$ cat config.mk
export PLATFORM = sky130hd
export DESIGN_NAME = rx_word_receiver
export DESIGN_NICKNAME = d
export VERILOG_FILES = /design/src/rtl/rs232_pkg.sv /design/src/rtl/rx_bit_timer.sv /design/src/rtl/rx_word_receiver.sv
export SDC_FILE = /design/constraint.sdc
export NUM_CORES = 1
export LEC_CHECK = 0
export CAP_MARGIN = 40
export CORE_MARGIN = 4
export CORE_UTILIZATION = 55
export DETAILED_ROUTE_END_ITERATION = 7
export PLACE_DENSITY_LB_ADDON = 0.2
export SLEW_MARGIN = 20
export SYNTH_ARGS = -nofsm -noshare
export SYNTH_HDL_FRONTEND = slang
export SYNTH_SLANG_ARGS = --single-unit
$ cat constraint.sdc
create_clock -name clk -period 5.4 [get_ports clk]
set_input_delay 0.81 -clock clk [delete_from_list [all_inputs] [get_ports clk]]
set_output_delay 0.81 -clock clk [all_outputs]
set_load 0.02 [all_outputs]
$ cat src/rtl/rs232_pkg.sv
// Shared definitions for the rs-232 word transmitter/receiver pair:
// receiver state encoding and the default link parameters.
package rs232_pkg;

  localparam int CLKS_PER_BIT_DEF   = 42;
  localparam int BYTES_PER_WORD_DEF = 4;
  localparam int GAP_BITS_DEF       = 32;

  typedef enum logic [2:0] {
    IDLE  = 3'd0,
    START = 3'd1,
    DATA  = 3'd2,
    STOP  = 3'd3,
    GAP   = 3'd4
  } rx_state_t;

endpackage

$ cat src/rtl/rx_bit_timer.sv
// Bit-period timer for the serial receiver. Counts clk cycles from the last
// restart or wrap and flags the half-bit and full-bit points.
module rx_bit_timer
  import rs232_pkg::*;
#(
  parameter int CLKS_PER_BIT = CLKS_PER_BIT_DEF
) (
  input  logic clk,
  input  logic rst,
  input  logic restart,
  output logic half_tick,
  output logic full_tick
);

  localparam int CNT_W = $clog2(CLKS_PER_BIT) + 1;
  localparam logic [CNT_W-1:0] HALF_LAST = CNT_W'(CLKS_PER_BIT / 2 - 1);
  localparam logic [CNT_W-1:0] FULL_LAST = CNT_W'(CLKS_PER_BIT - 1);

  logic [CNT_W-1:0] cnt;

  assign half_tick = (cnt == HALF_LAST);
  assign full_tick = (cnt == FULL_LAST);

  // Free-running bit counter; restart holds it at zero, a full bit wraps it.
  always_ff @(posedge clk or negedge rst) begin
    if (!rst) begin
      cnt <= '0;
    end else if (restart || full_tick) begin
      cnt <= '0;
    end else begin
      cnt <= cnt + CNT_W'(1);
    end
  end

endmodule

$ cat src/rtl/rx_word_receiver.sv
// 8N1 serial receiver that assembles BYTES_PER_WORD bytes (byte 0 first,
// LSB bit first) into one word and presents it with a single-cycle strobe.
module rx_word_receiver
  import rs232_pkg::*;
#(
  parameter int CLKS_PER_BIT   = CLKS_PER_BIT_DEF,
  parameter int BYTES_PER_WORD = BYTES_PER_WORD_DEF,
  parameter int GAP_BITS       = GAP_BITS_DEF
) (
  input  logic                        clk,
  input  logic                        rst,
  input  logic                        data_in,
  output logic [8*BYTES_PER_WORD-1:0] data_out,
  output logic                        data_valid,
  output logic                        frame_err,
  output logic                        busy
);

  localparam int WORD_W    = 8 * BYTES_PER_WORD;
  localparam int IDX_W     = $clog2(BYTES_PER_WORD);
  localparam int GAP_LIMIT = GAP_BITS * CLKS_PER_BIT;
  localparam int GAP_W     = $clog2(GAP_LIMIT + 1);
  localparam logic [IDX_W-1:0] LAST_IDX = IDX_W'(BYTES_PER_WORD - 1);
  localparam logic [GAP_W-1:0] GAP_LAST = GAP_W'(GAP_LIMIT);

  rx_state_t         state;
  logic              sync_p0;
  logic              sync_p1;
  logic              line_prev;
  logic              line;
  logic              fall;
  logic [2:0]        bit_cnt;
  logic [IDX_W-1:0]  byte_idx;
  logic [GAP_W-1:0]  gap_cnt;
  logic [7:0]        shreg;
  logic [WORD_W-1:0] word;
  logic [WORD_W-1:0] word_next;
  logic              restart;
  logic              half_tick;
  logic              full_tick;

  assign line = sync_p1;
  // line_prev must have been high for a clk, so a start is only seen after idle-high.
  assign fall = line_prev & ~line;

  rx_bit_timer #(
    .CLKS_PER_BIT(CLKS_PER_BIT)
  ) u_timer (
    .clk      (clk),
    .rst      (rst),
    .restart  (restart),
    .half_tick(half_tick),
    .full_tick(full_tick)
  );

  // Two-flop synchronizer plus one delayed copy for falling-edge detection.
  always_ff @(posedge clk or negedge rst) begin
    if (!rst) begin
      sync_p0   <= 1'b1;
      sync_p1   <= 1'b1;
      line_prev <= 1'b1;
    end else begin
      sync_p0   <= data_in;
      sync_p1   <= sync_p0;
      line_prev <= sync_p1;
    end
  end

  // Timer is held at zero while waiting for a start edge and re-phased at mid start bit.
  always_comb begin
    restart = 1'b0;
    case (state)
      IDLE, GAP: restart = 1'b1;
      START:     restart = half_tick;
      default:   restart = 1'b0;
    endcase
  end

  // Current partial word with the just-received byte dropped into its slot.
  always_comb begin
    word_next = word;
    word_next[{byte_idx, 3'b000} +: 8] = shreg;
  end

  // Byte shift register and word assembly; every slot is rewritten before a word is shown.
  always_ff @(posedge clk) begin
    if (state == DATA && full_tick) begin
      shreg <= {line, shreg[7:1]};
    end
    if (state == STOP && full_tick && line) begin
      word <= word_next;
    end
  end

  // Receive FSM with registered status outputs and the output word register.
  always_ff @(posedge clk or negedge rst) begin
    if (!rst) begin
      state      <= IDLE;
      bit_cnt    <= '0;
      byte_idx   <= '0;
      gap_cnt    <= '0;
      data_out   <= '0;
      data_valid <= 1'b0;
      frame_err  <= 1'b0;
      busy       <= 1'b0;
    end else begin
      data_valid <= 1'b0;
      frame_err  <= 1'b0;
      case (state)
        IDLE: begin
          if (fall) begin
            state   <= START;
            bit_cnt <= '0;
            busy    <= 1'b1;
          end
        end
        START: begin
          if (half_tick) begin
            if (!line) begin
              state <= DATA;
            end else begin
              frame_err <= 1'b1;
              byte_idx  <= '0;
              busy      <= 1'b0;
              state     <= IDLE;
            end
          end
        end
        DATA: begin
          if (full_tick) begin
            bit_cnt <= bit_cnt + 3'd1;
            if (bit_cnt == 3'd7) begin
              state <= STOP;
            end
          end
        end
        STOP: begin
          if (full_tick) begin
            if (line) begin
              if (byte_idx == LAST_IDX) begin
                data_out   <= word_next;
                data_valid <= 1'b1;
                byte_idx   <= '0;
                busy       <= 1'b0;
                state      <= IDLE;
              end else begin
                byte_idx <= byte_idx + IDX_W'(1);
                gap_cnt  <= '0;
                state    <= GAP;
              end
            end else begin
              frame_err <= 1'b1;
              byte_idx  <= '0;
              busy      <= 1'b0;
              state     <= IDLE;
            end
          end
        end
        GAP: begin
          if (fall) begin
            state   <= START;
            bit_cnt <= '0;
          end else if (gap_cnt == GAP_LAST) begin
            byte_idx <= '0;
            busy     <= 1'b0;
            state    <= IDLE;
          end else begin
            gap_cnt <= gap_cnt + GAP_W'(1);
          end
        end
        default: state <= IDLE;
      endcase
    end
  end

endmodule

==> run metrics, run 1 <==
Yosys reg bits=between 90 and 100; synth cell count leaders=dfrtp_1, nand2_1, o21ai_0; cell count after synthesis=approximately 390; Max Freq=364 MHz; Area contributors post-synth=dfrtp_1, edfxtp_1, mux2_2; period utilization=0.508; I/O pins=38; worst vdd ir=0.164 mV; synthesized area=about 4400 um2; Final Skew=around 0.01 ns; Synth area leader=dfrtp_1; core footprint=7730 um2; Nets=448; quantity of gates resized following cts=0; xor and xnor fraction of the mapped netlist area=0.00999; switching share of power=0.322; later-pin clock latency in the skew report=0.36 ns; P_leak=about 2.1 nW; slew margin rel.=0.519; ant diodes=0; Placed Cells=roughly 520; worst slew pin tran=0.711 ns; crit path from=u_timer.cnt[1]; clock power share=0.273; minimum clock period=2.74 ns; Worst Reg-to-Reg Cells=7; DRC=0; gr usage total=0.186; via/cell ratio=5.49; status=completed; total number of vias=2964; Iter 0 DRT Violations=between 150 and 200; CTS tree=built; Syn. warnings=0; setup tns final=0 ns; critical setup path kind=reg2reg; Pwr Total=1.62 mW; Synth Area per Inst=11.2 um2; Hold Crit Class=in2async; NetSw=521 uW; max-capacitance violation count=0; Detailed Routing Iterations Pass 1=4; P&R area growth vs syn=15.4%; dpl hpwl=5640 um; # clock sinks=96; clk buf depth=2; top-count cell post-synth=dfrtp_1; Die H=97.3 um; worst-path fanout max=25; grt total ovfl=0; routed len/inst=15.2 um; CTS buffer count=9; Rows=32; Syn Nets=407; final setup vio count=0; RePlAce Congestion=approximately 0.84; top_reg_cell synth=dfrtp_1; Worst EP arrival=around 3.0 ns; Final Util=0.654; top cell type's share of synthesized area=0.348; setup bufs post-CTS=0; Layout fillers=602; Seq pwr share=0.530; Hold Vio Cnt, Final=0; Post-synth EDFFs=32; main combinational cell family by area after synthesis=simple AND/OR/NAND/NOR gates; multiplexer share of the synthesized area=0.0691; H-Tree Depth=3; pwr dens=about 320 nW/um2; clock slew at reported path FFs=0.10 ns; Crit. End Element=register; fraction of layout cells with a size suffix above 1=0.137; Async SR Flop Fraction=0.667; internal power=1.10 mW; Synth Area in Compound Gates=0.109; required time at the worst-slack endpoint=5.65 ns; Netlist cell types=57; Post-Layout Cell Count=540; Die Wd=97.3 um; initial antenna violation count=0; R2R setup slack=2.66 ns; Setup crit start kind=register; die area=9460 um2; post-cts hold buffer count=0; vias in the first global route=2949; first-pass GRT wire length=14300 um; power share of the combinational group=0.197; Simple-Gate Fraction of Synth Area=0.140; RR Endpoint=data_out[1]; adder-cell share of the synthesized area=0.0343; Starting Density=0.567; Seq/Total Area, Yosys=0.585; worst setup path end=data_out[1]; Pins Over Slew Limit=0; clock root cell=clkbuf_8; port bufs=37; unrepaired setup endpoints after global routing=false; largest net degree at the start of global routing=65; Worst R2R Start=u_timer.cnt[1]; total wire length=~8200 um; DRT antenna net count=0
## through the flow
step	hold slack, ns	setup WS, ns	instance area [um2]
after floorplan	0.345	2.67	4380
after global placement	0.347	2.72	4820
after detailed placement	0.353	2.65	4830
after CTS	0.368	2.64	5020
after global routing	0.333	2.43	5060
final	0.353	2.66	5060
## worst max-delay path, stage by stage (launching register included)
cell	delay (ns)
dfrtp_1	0.41
inv_1	0.08
ha_1	0.13
or4b_4	0.47
nor2_2	0.24
nand3_2	0.45
inv_2	0.47
mux2_2	0.38
## kinds of logic after synthesis
group / after synthesis
xor+xnor: 5
buf+inv: 54
flops: 96
fa+ha+maj: 12
simple gates: 123
compound gates: 75
mux: 27
## layout by cell type (no fill, tap or decap), types with 5 or more instances in the layout
cell             count
edfxtp_1            32
o21ai_0             47
nor2_1              15
mux2_2              23
nand2_1             55
inv_1               40
or3_1                5
clkdlybuf4s50_1     36
clkbuf_8             9
dfrtp_1             61
nand3_1             14
a21oi_1              5
ha_1                12
nor3_1               6
## area by class of cell
class	instances	area, um2	area share
Sequential cell	96	2570	0.507
Tap cell	102	128	0.0252
Clock buffer	9	124	0.0245
Clock inverter	7	61.3	0.0121
Inverter	41	154	0.0304
Multi-Input combinational cell	242	1600	0.315
Timing Repair Buffer	43	429	0.0849
## layer usage
layer  part of all wire  GRT usage
met5                  0          0
met4              0.014     0.0745
met3              0.030     0.0294
met2               0.46      0.289
met1               0.50      0.263
## worst min path at each step
stage	from	cells after the start	end	slack, ns
2_1_floorplan	sync_p0	0	line	0.35
3_3_place_gp	sync_p0	0	line	0.35
3_5_place_dp	sync_p0	0	line	0.35
4_1_cts	sync_p0	0	line	0.37
5_1_grt	rst	2	gap_cnt[0]	0.33
6_report	rst	2	u_timer.cnt[4]	0.35
## state kept, by name (all words and copies together), names as in the netlist, 2 cells and up
register     cells
byte_idx         2
shreg            8
bit_cnt          3
word            24
data_out        32
u_timer.cnt      7
gap_cnt         11
state            3
## power groups by stage
stage / registers [mW] / clock network (mW) / logic [mW]
after global placement: 0.868 / 0 / 0.301
after global routing: 0.867 / 0.493 / 0.362
after floorplan: 0.842 / 0 / 0.263
final: 0.859 / 0.443 / 0.319
after CTS: 0.858 / 0.459 / 0.311
after detailed placement: 0.873 / 0 / 0.310
(Power assumes the default switching activity.)
==> run 2: changes to the inputs <==
--- a/config.mk
+++ b/config.mk
@@ -7,7 +7,7 @@
 export LEC_CHECK = 0
 export CAP_MARGIN = 40
 export CORE_MARGIN = 4
-export CORE_UTILIZATION = 55
+export CORE_UTILIZATION = 52
 export DETAILED_ROUTE_END_ITERATION = 7
 export PLACE_DENSITY_LB_ADDON = 0.2
 export SLEW_MARGIN = 20
==> constraint.sdc (replaced) <==
create_clock -name clk -period 2.5 [get_ports clk]
set_input_delay 0.375 -clock clk [delete_from_list [all_inputs] [get_ports clk]]
set_output_delay 0.375 -clock clk [all_outputs]
set_load 0.02 [all_outputs]
==> run metrics, run 2 (synthesis gave the netlist of run 1 again) <==
total wire length=8230 um (was 8190 um); port bufs=37 (unchanged); vias in the first global route=2984 (was 2949); worst-path fanout max=4 (was 25); CTS buffer count=9 (unchanged); required time at the worst-slack endpoint=2.74 ns (was 5.65 ns); pwr dens=695 nW/um2 (was 321 nW/um2); grt total ovfl=0 (unchanged); Die Wd=99.8 um (was 97.3 um); gr usage total=0.180 (was 0.186); post-cts hold buffer count=0 (unchanged); Detailed Routing Iterations Pass 1=4 (unchanged); Starting Density=0.533 (was 0.567); Hold Crit Class=in2async (unchanged); Reg with most FFs=data_out (unchanged); worst slew pin tran=0.723 ns (was 0.711 ns); clock root cell=clkbuf_8 (unchanged); worst vdd ir=0.422 mV (was 0.164 mV); Hold Vio Cnt, Final=0 (unchanged); # clock sinks=96 (unchanged); max reg flops=32 (unchanged); status=completed (unchanged); Setup WS pre-CTS=0.0909 ns (was 2.65 ns); setup tns final=0 ns (unchanged); period utilization=0.931 (was 0.508); Worst R2R Start=u_timer.cnt[1] (unchanged); Worst EP arrival=2.57 ns (was 2.99 ns); die area=9960 um2 (was 9460 um2); slew margin rel.=0.518 (was 0.519); P&R area growth vs syn=16.4% (was 15.4%); Layout fillers=660 (was 602); Iter 0 DRT Violations=170 (was 183); P_leak=2.17 nW (was 2.15 nW); final setup vio count=0 (unchanged); initial antenna violation count=0 (unchanged); clk buf depth=2 (unchanged); I/O pins=38 (unchanged); power share of the combinational group=0.222 (was 0.197); fraction of layout cells with a size suffix above 1=0.146 (was 0.137); first-pass GRT wire length=14500 um (was 14300 um); most frequent cells in the layout=dfrtp_1, nand2_1, o21ai_0 (unchanged); DRC=0 (unchanged); worst path cell trace=inv_1, ha_1, or4b_4, or2_1, a32oi_1, and3_1, mux2_1 (was inv_1, ha_1, or4b_4, nor2_2, nand3_2, inv_2, mux2_2); largest net degree at the start of global routing=35 (was 65); slowest cell on the critical path=or4b_4 (unchanged); Rows=33 (was 32); Largest regs=data_out: 32 flops, word: 24 flops, gap_cnt: 11 flops (unchanged); core footprint=8220 um2 (was 7730 um2); DRT antenna net count=0 (unchanged); CP top delay family=simple AND/OR/NAND/NOR gates (unchanged); unrepaired setup endpoints after global routing=false (unchanged); Pins Over Slew Limit=0 (unchanged); CTS tree=built (unchanged); later-pin clock latency in the skew report=0.35 ns (was 0.36 ns); internal power=2.42 mW (was 1.10 mW); NetSw=1.13 mW (was 521 uW); via/cell ratio=5.44 (was 5.49); max-capacitance violation count=0 (unchanged); Max Freq=430 MHz (was 364 MHz); total number of vias=2986 (was 2964); Crit. End Element=register (unchanged); RePlAce Congestion=0.891 (was 0.838); minimum clock period=2.33 ns (was 2.74 ns); Nets=454 (was 448); critical setup path kind=reg2reg (unchanged); setup bufs post-CTS=0 (unchanged); setup slack after layout=0.172 ns (was 2.66 ns); dpl hpwl=5780 um (was 5640 um); Buf+Inv Stages, Crit Path=1 (was 2); crit path from=u_timer.cnt[1] (unchanged); routed len/inst=15.0 um (was 15.2 um); ant diodes=0 (unchanged); Worst path max stage delay=0.47 ns (about the same); Setup crit start kind=register (unchanged); Seq pwr share=0.508 (was 0.530); Die H=99.8 um (was 97.3 um); switching share of power=0.319 (was 0.322); clock power share=0.270 (was 0.273); clock slew at reported path FFs=0.10 ns (about the same); H-Tree Depth=3 (unchanged); Final Skew=0.00975 ns (was 0.0100 ns); commonest non-fill, non-tap cell in the layout=dfrtp_1 (unchanged)
[run 2: cell types whose count changed in the layout (fill, tap and decap cells not counted), sizes merged]
cell | before | now
buf | 7 | 13
clkinv | 1 | 2
clkinvlp | 1 | 0
[run 2: layout make-up]
class,count,area [um2],share of cell area
clock buffer,9,124,0.0243
tap,105,131,0.0258
clock inverter,7,58.8,0.0115
multi-input combinational,242,1590,0.312
sequential,96,2570,0.503
timing repair buffer,49,478,0.0937
inverter,41,154,0.0302
[run 2: repair_timing]
| item | 4_1_cts | 5_1_grt |
|---|---|---|
| hold endpoints to repair | 0 | 0 |
| endpoints found under the setup margin | 0 | 12 |
| gates resized for setup | 0 | 2 |
[run 2: stage by stage]
step	utilization	instances	area [um2]	hold slack [ns]	total power [mW]
6_report	0.621	549	5100	0.0632	3.55
5_1_grt	0.621	549	5100	0.112	3.76
4_1_cts	0.620	548	5100	0.0837	3.59
3_5_place_dp	0.598	532	4910	0.348	2.62
3_3_place_gp	0.598	532	4910	0.347	2.59
2_1_floorplan	-	392	4390	0.0794	2.39
[run 2: path summary, 6_finish.rpt]
| check | slack (ns) | cells after the start | endpoint |
|---|---|---|---|
| min in group clk | 0.36 | 0 | line |
| hold / removal | 0.06 | 1 | gap_cnt[10] |
| max in group asynchronous | 1.73 | 2 | line_prev |
| hold reg to reg | 0.36 | 0 | line |
| setup reg to reg | 0.17 | 7 | busy |
| setup / recovery | 0.17 | 7 | busy |
[run 2: per-layer routing]
layer  track usage  part of all wire
met5             0                 0
met3        0.0285             0.038
met1         0.261              0.48
met4        0.0630             0.015
met2         0.278              0.47
[run 2: power groups by stage]
| stage | combinational, mW | sequential (mW) | clock [mW] |
|---|---|---|---|
| floorplan | 0.569 | 1.82 | 0 |
| global placement | 0.766 | 1.83 | 0 |
| detailed placement | 0.788 | 1.83 | 0 |
| CTS | 0.791 | 1.80 | 0.991 |
| global route | 0.887 | 1.81 | 1.06 |
| finish | 0.788 | 1.80 | 0.956 |
==> run 3: changes to the inputs <==
--- a/config.mk
+++ b/config.mk
@@ -6,7 +6,6 @@
 export NUM_CORES = 1
 export LEC_CHECK = 0
 export CAP_MARGIN = 40
-export CORE_MARGIN = 4
 export CORE_UTILIZATION = 52
 export DETAILED_ROUTE_END_ITERATION = 7
 export PLACE_DENSITY_LB_ADDON = 0.2
==> run metrics, run 3 (synthesis gave the netlist of run 1 again) <==
Post-Layout Cell Count=551 (was 549); gr usage total=0.208 (was 0.180); largest net degree at the start of global routing=65 (was 35); Iter 0 DRT Violations=117 (was 170); H-Tree Depth=3 (unchanged); Reg with most FFs=data_out (unchanged); clock power share=0.298 (was 0.270); clock slew at reported path FFs=0.10 ns (about the same); vias in the first global route=3011 (was 2984); fraction of layout cells with a size suffix above 1=0.148 (was 0.146); P_leak=2.19 nW (was 2.17 nW); # clock sinks=96 (unchanged); setup tns final=0 ns (unchanged); setup bufs post-CTS=0 (unchanged); most frequent cells in the layout=dfrtp_1, nand2_1, o21ai_0 (unchanged); DRT antenna net count=0 (unchanged); total wire length=8250 um (was 8230 um); Top cell by count, worst path=inv_1; Worst path max stage delay=0.46 ns (was 0.47 ns); Setup crit start kind=register (unchanged); quantity of gates resized following cts=0 (unchanged); max-capacitance violation count=0 (unchanged); port bufs=37 (unchanged); slew margin rel.=0.530 (was 0.518); Final Skew=0.0222 ns (was 0.00975 ns); Seq pwr share=0.486 (was 0.508); Detailed Routing Iterations Pass 1=4 (unchanged); clock root cell=clkbuf_8 (unchanged); slowest cell on the critical path=or4b_4 (unchanged); CTS tree=built (unchanged); Pwr Total=3.68 mW (was 3.55 mW); Hold Vio Cnt, Final=0 (unchanged); first-pass GRT wire length=14200 um (was 14500 um); later-pin clock latency in the skew report=0.36 ns (was 0.35 ns); Hold Crit Class=in2async (unchanged); Worst EP arrival=2.35 ns (was 2.57 ns); RePlAce Congestion=0.922 (was 0.891); initial antenna violation count=0 (unchanged); period utilization=0.931 (about the same); Layout fillers=681 (was 660); worst slew pin tran=0.700 ns (was 0.723 ns); Placed Cells=534 (was 532); grt total ovfl=0 (unchanged); routed len/inst=15.0 um (about the same); post-cts hold buffer count=0 (unchanged); commonest non-fill, non-tap cell in the layout=dfrtp_1 (unchanged); Die H=93.8 um (was 99.8 um); minimum clock period=2.33 ns (about the same); power share of the combinational group=0.215 (was 0.222); pwr dens=715 nW/um2 (was 695 nW/um2); Final Util=0.630 (was 0.621); P&R area growth vs syn=17.5% (was 16.4%); worst vdd ir=0.447 mV (was 0.422 mV); Die Wd=93.8 um (was 99.8 um); clk buf depth=2 (unchanged); required time at the worst-slack endpoint=2.52 ns (was 2.74 ns); Crit. End Element=register (unchanged); ant diodes=0 (unchanged); worst path cell trace=inv_1, ha_1, or4b_4, or2_1, or3_1, inv_1 (was inv_1, ha_1, or4b_4, or2_1, a32oi_1, and3_1, mux2_1); status=completed (unchanged); internal power=2.61 mW (was 2.42 mW); Nets=456 (was 454); CTS buffer count=9 (unchanged); Max Freq=429 MHz (was 430 MHz); Starting Density=0.536 (was 0.533); die area=8800 um2 (was 9960 um2); worst-path fanout max=8 (was 4); Pins Over Slew Limit=0 (unchanged); switching share of power=0.293 (was 0.319); max reg flops=32 (unchanged); Rows=33 (unchanged); DRC=0 (unchanged); via/cell ratio=5.48 (was 5.44); critical setup path kind=reg2reg (unchanged); core footprint=8180 um2 (was 8220 um2); I/O pins=38 (unchanged); final setup vio count=0 (unchanged); dpl hpwl=5800 um (was 5780 um); NetSw=1.08 mW (was 1.13 mW); area of the multi-input gates=1590 um2 (unchanged); Reg area=2570 um2 (unchanged); Largest regs=data_out: 32 flops, word: 24 flops, gap_cnt: 11 flops (unchanged); total number of vias=3022 (was 2986); unrepaired setup endpoints after global routing=false (unchanged)
-- run 3: worst paths after layout --
| check | cells after the start | endpoint | slack (ns) | start |
|---|---|---|---|---|
| setup / recovery | 6 | shreg[7] | 0.17 | u_timer.cnt[1] |
| hold / removal | 2 | data_out[27] | 0.002 | rst |
| setup reg to reg | 6 | shreg[7] | 0.17 | u_timer.cnt[1] |
| hold reg to reg | 0 | line | 0.36 | sync_p0 |
| max in group asynchronous | 2 | sync_p0 | 2.16 | rst |
| min in group clk | 0 | line | 0.36 | sync_p0 |
-- run 3: worst max-delay path, delay by kind of cell, from the launching register on --
kind	cells	cell delay, ns
AND/OR/NAND/NOR	3	1.14
flip-flops	1	0.40
adder cells (fa/ha/maj)	1	0.13
buffers and inverters	2	0.34
-- run 3: final cells by class --
type	count	share of cell area
flip-flops and latches	96	0.498
multi-input cells	242	0.309
repair buffers	51	0.0953
inverters	41	0.0299
well taps	105	0.0255
clock buffers	10	0.0248
clock inverters	6	0.0175
-- run 3: per-layer routing --
metal	part of all wire	GRT usage	vias to the layer above
met2	0.49	0.352	56
met3	0.025	0.0291	11
met5	0	0	-
li1	-	-	1464
met4	0.014	0.0744	0
met1	0.47	0.274	1491
-- run 3: stage by stage --
stage / hold WS, ns / worst slack (ns) / cell area, um2
global route: 0.0218 / 0.0318 / 5150
CTS: 0.0186 / 0.152 / 5140
global placement: 0.348 / 0.235 / 4920
finish: 0.00242 / 0.171 / 5150
floorplan: 0.0794 / 0.155 / 4390
detailed placement: 0.349 / 0.163 / 4930
-- run 3: power by group through the flow --
stage               combinational [mW]  sequential, mW  clock (mW)
floorplan                        0.569            1.82           0
global placement                 0.764            1.82           0
detailed placement               0.792            1.82           0
CTS                              0.794            1.79        1.13
global route                     0.903            1.81        1.20
finish                           0.792            1.79        1.10
